[src/rtl/pulse_pkg.sv]
// Shared types and constants for the step/direction pulse generator.
package pulse_pkg;

  typedef enum logic [1:0] {
    IDLE  = 2'd0,
    SETUP = 2'd1,
    RUN   = 2'd2
  } state_t;

  localparam logic MODE_COUNT = 1'b0;
  localparam logic MODE_CONT  = 1'b1;

  localparam int unsigned MIN_PERIOD = 2;

endpackage

[src/rtl/pulse_period_timer.sv]
// Free-running 0..period-1 counter with phase flags for one STEP period.
module pulse_period_timer #(
  parameter int unsigned WIDTH = 16
) (
  input  logic             clk,
  input  logic             rst,
  input  logic             clear,
  input  logic [WIDTH-1:0] period,
  input  logic [WIDTH-1:0] high,
  output logic             period_start,
  output logic             period_end,
  output logic             high_phase
);

  logic [WIDTH-1:0] count;

  // Count up and wrap at period-1; held at zero while cleared.
  always_ff @(posedge clk) begin
    if (rst || clear) begin
      count <= '0;
    end else if (count == period - WIDTH'(1)) begin
      count <= '0;
    end else begin
      count <= count + WIDTH'(1);
    end
  end

  // Decode phase flags from the current count.
  always_comb begin
    period_start = (count == '0);
    period_end   = (count == period - WIDTH'(1));
    high_phase   = (count < high);
  end

endmodule

[src/rtl/step_pulse_gen.sv]
// Step/direction pulse generator: counted bursts or continuous STEP trains
// with a direction-setup delay and start/stop/busy/done handshake.
module step_pulse_gen
  import pulse_pkg::*;
#(
  parameter int unsigned WIDTH     = 16,
  parameter int unsigned CNT_W     = 16,
  parameter int unsigned DIR_SETUP = 4
) (
  input  logic             clk,
  input  logic             rst,
  input  logic [WIDTH-1:0] cfg_period,
  input  logic [WIDTH-1:0] cfg_high,
  input  logic [CNT_W-1:0] cfg_count,
  input  logic             cfg_mode,
  input  logic             cfg_dir,
  input  logic             cfg_invert,
  input  logic             start,
  input  logic             stop,
  output logic             busy,
  output logic             done,
  output logic [CNT_W-1:0] pulses_done,
  output logic             drv_pulse,
  output logic             drv_dir
);

  localparam int unsigned SW = (DIR_SETUP > 1) ? $clog2(DIR_SETUP + 1) : 1;

  state_t           state;
  logic [SW-1:0]    setup_cnt;
  logic [WIDTH-1:0] period_l;
  logic [WIDTH-1:0] high_l;
  logic [CNT_W-1:0] count_l;
  logic             mode_l;
  logic             inv_l;
  logic             stop_pend;
  logic             fin;

  logic [WIDTH-1:0] period_c;
  logic [WIDTH-1:0] high_c;
  logic             accept;
  logic             step;
  logic             tmr_clear;
  logic             tmr_start;
  logic             tmr_end;
  logic             tmr_high;

  // Clamp the requested period and high time to a legal waveform.
  always_comb begin
    period_c = (cfg_period < WIDTH'(MIN_PERIOD)) ? WIDTH'(MIN_PERIOD) : cfg_period;
    high_c   = cfg_high;
    if (cfg_high == '0) begin
      high_c = WIDTH'(1);
    end else if (cfg_high >= period_c) begin
      high_c = period_c - WIDTH'(1);
    end
  end

  // Command acceptance and the unregistered STEP level of the running period.
  always_comb begin
    accept    = start && (state == IDLE) && !busy;
    tmr_clear = (state != RUN);
    step      = (state == RUN) && tmr_high;
  end

  pulse_period_timer #(
    .WIDTH(WIDTH)
  ) u_timer (
    .clk         (clk),
    .rst         (rst),
    .clear       (tmr_clear),
    .period      (period_l),
    .high        (high_l),
    .period_start(tmr_start),
    .period_end  (tmr_end),
    .high_phase  (tmr_high)
  );

  // Control FSM. The internal state runs one cycle ahead of the registered
  // pins: SETUP lasts DIR_SETUP-1 cycles and busy/done are released one cycle
  // after RUN ends (via fin), so every pin stays a plain flop.
  always_ff @(posedge clk) begin
    if (rst) begin
      state       <= IDLE;
      setup_cnt   <= '0;
      period_l    <= WIDTH'(MIN_PERIOD);
      high_l      <= WIDTH'(1);
      count_l     <= '0;
      mode_l      <= MODE_COUNT;
      inv_l       <= 1'b0;
      stop_pend   <= 1'b0;
      fin         <= 1'b0;
      busy        <= 1'b0;
      done        <= 1'b0;
      pulses_done <= '0;
      drv_pulse   <= 1'b0;
      drv_dir     <= 1'b0;
    end else begin
      done      <= 1'b0;
      drv_pulse <= step ^ inv_l;
      case (state)
        IDLE: begin
          fin <= 1'b0;
          if (accept) begin
            period_l    <= period_c;
            high_l      <= high_c;
            count_l     <= cfg_count;
            mode_l      <= cfg_mode;
            inv_l       <= cfg_invert;
            drv_pulse   <= cfg_invert;
            drv_dir     <= cfg_dir;
            pulses_done <= '0;
            stop_pend   <= 1'b0;
            busy        <= 1'b1;
            if (cfg_mode == MODE_COUNT && cfg_count == '0) begin
              done <= 1'b1;
            end else if (DIR_SETUP <= 1) begin
              state <= RUN;
            end else begin
              state     <= SETUP;
              setup_cnt <= SW'(DIR_SETUP - 1);
            end
          end else begin
            busy <= 1'b0;
            done <= fin;
          end
        end
        SETUP: begin
          if (stop || stop_pend) begin
            state <= IDLE;
            fin   <= 1'b1;
          end else if (setup_cnt == SW'(1)) begin
            state <= RUN;
          end else begin
            setup_cnt <= setup_cnt - SW'(1);
          end
        end
        RUN: begin
          if (tmr_start) begin
            pulses_done <= pulses_done + CNT_W'(1);
          end
          if (stop) begin
            stop_pend <= 1'b1;
          end
          if (tmr_end) begin
            if ((mode_l == MODE_COUNT && pulses_done == count_l) || stop || stop_pend) begin
              state <= IDLE;
              fin   <= 1'b1;
            end
          end
        end
        default: begin
          state <= IDLE;
        end
      endcase
    end
  end

endmodule

[config.mk]
export PLATFORM = sky130hd
export DESIGN_NAME = step_pulse_gen
export DESIGN_NICKNAME = d
export VERILOG_FILES = /design/src/rtl/pulse_pkg.sv /design/src/rtl/pulse_period_timer.sv /design/src/rtl/step_pulse_gen.sv
export SDC_FILE = /design/constraint.sdc
export NUM_CORES = 1
export LEC_CHECK = 0
export ABC_AREA = 1
export CELL_PAD_IN_SITES_DETAIL_PLACEMENT = 1
export CELL_PAD_IN_SITES_GLOBAL_PLACEMENT = 1
export CORE_UTILIZATION = 35
export DETAILED_ROUTE_END_ITERATION = 8
export PLACE_DENSITY = 0.74
export SLEW_MARGIN = 20
export SYNTH_ARGS = -nofsm -noshare
export SYNTH_HDL_FRONTEND = slang
export SYNTH_SLANG_ARGS = --single-unit
[constraint.sdc]
create_clock -name clk -period 2.2 [get_ports clk]
set_input_delay 0.33 -clock clk [delete_from_list [all_inputs] [get_ports clk]]
set_output_delay 0.33 -clock clk [all_outputs]
set_load 0.005 [all_outputs]
==> impl_metrics.env <==
export IMPL_synth_seq_area_share=0.314
export IMPL_grt_max_degree=46
export IMPL_cts_hold_buffers=0
export IMPL_fp_dieArea_sq_um=17500
export IMPL_placed_area_sq_um=7580
export IMPL_setup_violations_final=0
export IMPL_crit_family="simple AND/OR/NAND/NOR gates"
export IMPL_clk_pin_slew_ps=70
export IMPL_status="completed"
export IMPL_cts_tree="built"
export IMPL_max_clock_path_buffers=2
export IMPL_drv_cap=0
export IMPL_most_common_layout_cells="nand2_1, buf_4, nor2_1"
export IMPL_drive_gt1_frac=0.218
export IMPL_grt_overflow=0
export IMPL_ir_drop_mv=0.410
export IMPL_slowest_stage="ha_4"
export IMPL_cp_required_ps=2490
export IMPL_worstMarginPinSlew_ps=668
export IMPL_r2r_worst_path_cells=14
export IMPL_post_drt_wl_per_cell_um=15.3
export IMPL_final_area_sq_um=8330
export IMPL_cellPowerDensity_nw_per_um2=845
export IMPL_cp_start_kind="input port"
export IMPL_r2r_end="pulses_done[13]"
export IMPL_route_detailed_drc=0
export IMPL_cp_arrival_ps=2470
export IMPL_via_per_inst=4.95
export IMPL_path_cells="buf_6, nor2_4, nand2_2, nor2_4, nand3_2, nand2_2, inv_2, ha_4, a21oi_2, o21ai_1, nand2_1, o211ai_1, nand2_2, nand3_4, buf_12, o211ai_1, o211ai_1, a21oi_1"
export IMPL_path_buf_inv=3
export IMPL_htree_num_levels=3
export IMPL_rrSetupSlack_ps=60
export IMPL_rsz0062_at_grt="true"
export IMPL_synth_nets=987
export IMPL_min_from="cfg_period[7]"
export IMPL_synth_edf_count=0
export IMPL_min_path_cells=4
export IMPL_cts_sink_count=93
export IMPL_die_y_um=132
export IMPL_cts_buffers_inserted=9
export IMPL_fin_crit_sh=0.993
export IMPL_num_fill_cells=2158
export IMPL_antenna_found_initial=0
export IMPL_nets=1165
export IMPL_initial_utilization=0.358
export IMPL_finalPower_w=0.00704
export IMPL_ys_types=39
export IMPL_final_common_cell="nand2_1"
export IMPL_hpwl_um=14800
export IMPL_dr_pass1_iters=4
export IMPL_synthFlopType="dfxtp_1"
export IMPL_syn_area_sq_um=5930
export IMPL_crit_type="in2reg"
export IMPL_grt_util_all_layers=0.226
export IMPL_r2r_start="state[1]"
export IMPL_row_count=47
export IMPL_grt_pass1_vias=6460
export IMPL_fin_crit_ps=2180
export IMPL_whs_endpoint="period_l[7]"
export IMPL_wl_um=19800
export IMPL_tns_ps=0
export IMPL_ys_seq_elements=93
export IMPL_synth_cells=890
export IMPL_finClkSkew_ps=9.02
export IMPL_cts_root_buf="clkbuf_16"
export IMPL_syn_avg_cell_area_sq_um=6.66
export IMPL_n_antenna_cell=0
export IMPL_leakagePower_nw=3.63
export IMPL_slew_headroom=0.551
export IMPL_first_iter_violations=244
export IMPL_io_pins=75
export IMPL_portBuffers=74
export IMPL_grt_pass1_wl_um=31600
export IMPL_yosys_warnings=0
export IMPL_critPathMaxStageDelay_ps=230
export IMPL_gp_congestion=0.849
export IMPL_clkLatencyLatePin_ps=350
export IMPL_hold_violations=0
export IMPL_clock_fmax_mhz=458
export IMPL_dieWidth_um=132
export IMPL_cp_end_kind="flop"
export IMPL_antenna_left=0
export IMPL_coreArea_sq_um=16600
export IMPL_synth_async_reset_ratio=0
export IMPL_via_count=6396
export IMPL_drv_slew=0
export IMPL_crit_fanout=8
export IMPL_syn2layout_area_growth_pct=40.6
export IMPL_hold_class="in2reg"
==> logic make-up after synthesis <==
| logic type | synth area share |
|---|---|
| DFF | 0.314 |
| buffers and inverters | 0.0880 |
| AOI/OAI and AO/OA | 0.148 |
| and+or+nand+nor | 0.320 |
| xor gates and xnor gates | 0.0414 |
| adders and majority gates | 0.0886 |
==> synthesized netlist by cell type (5+ instances only) <==
library cell  count  area [sq um]
a21oi_1          75           375
clkbuf_1         17          63.8
dfxtp_1          93          1860
ha_1             42           526
inv_1           110           413
nand2_1         184           691
nand3_1          51           255
nand4_1          12          75.1
nor2_1          121           454
nor2_2            5          31.3
nor2_4            6          67.6
nor3_1           11          55.1
nor3b_1           6          45.0
nor4_1           10          62.6
o211ai_1         14           105
o21ai_0          59           295
or2_2             7          43.8
xnor2_1           6          52.6
xor2_1           22           193
==> how the worst max path moves through the flow <==
stage                         from         endpoint  slack (ps)  depth (start not counted)
floorplan            cfg_period[8]       high_l[13]          20                         17
finish              cfg_period[13]        high_l[4]          20                         18
detailed placement   cfg_period[8]        high_l[0]        -840                         19
CTS                       state[1]  pulses_done[14]           6                         13
global route         cfg_period[5]        high_l[4]        -120                         18
global placement     cfg_period[8]        high_l[0]        -740                         19
==> what timing repair did <==
item                                    4_1_cts  5_1_grt
pin swaps                                    22       37
resized for setup                            56       78
cloned                                        2        0
buffers inserted                             13       10
endpoints found under the setup margin       24       46
==> stage by stage <==
stage               worst slack (ps)  cells   util  hold slack (ps)
floorplan                       23.9    890      -              439
global placement                -737   1252  0.457              458
global route                    -121   1291  0.503              488
CTS                             6.00   1281  0.489              467
detailed placement              -844   1252  0.457              457
finish                          15.7   1291  0.503              456
==> tightest hold or removal path: stages <==
cell      delay [ps]
clkbuf_2         100
buf_4            140
o21ai_0           90
a21oi_1          110
==> cell type report <==
cell class	count	area (sq um)	share of cell area
multi-input cells	660	3820	0.458
flip-flops and latches	93	1870	0.224
repair buffers	190	1630	0.195
inverters	114	435	0.0522
well taps	220	275	0.0330
clock buffers	9	225	0.0270
clock inverters	5	85.1	0.0102
==> flip-flops by register name, summed over array words and instances, names as in the netlist, 2 cells and up <==
| signal | count |
|---|---|
| high_l | 16 |
| pulses_done | 16 |
| period_l | 16 |
| u_timer.count | 16 |
| state | 2 |
| setup_cnt | 3 |
| count_l | 16 |
==> power breakdown <==
group | switching (W) | internal, W | total, W
Sequential | 0.000252 | 0.00202 | 0.00227
Clock | 0.000691 | 0.000994 | 0.00168
Combinational | 0.00181 | 0.00128 | 0.00309
Total | 0.00275 | 0.00429 | 0.00704
==> metal layers <==
metal | track usage | vias up | wire [um]
met4 | 0.0691 | 0 | 378
met1 | 0.304 | 3027 | 9690
met2 | 0.379 | 71 | 9340
met5 | 0 | - | 0
met3 | 0.0261 | 27 | 370
li1 | - | 3271 | -
Note: power is estimated with default switching activity, not from simulation.
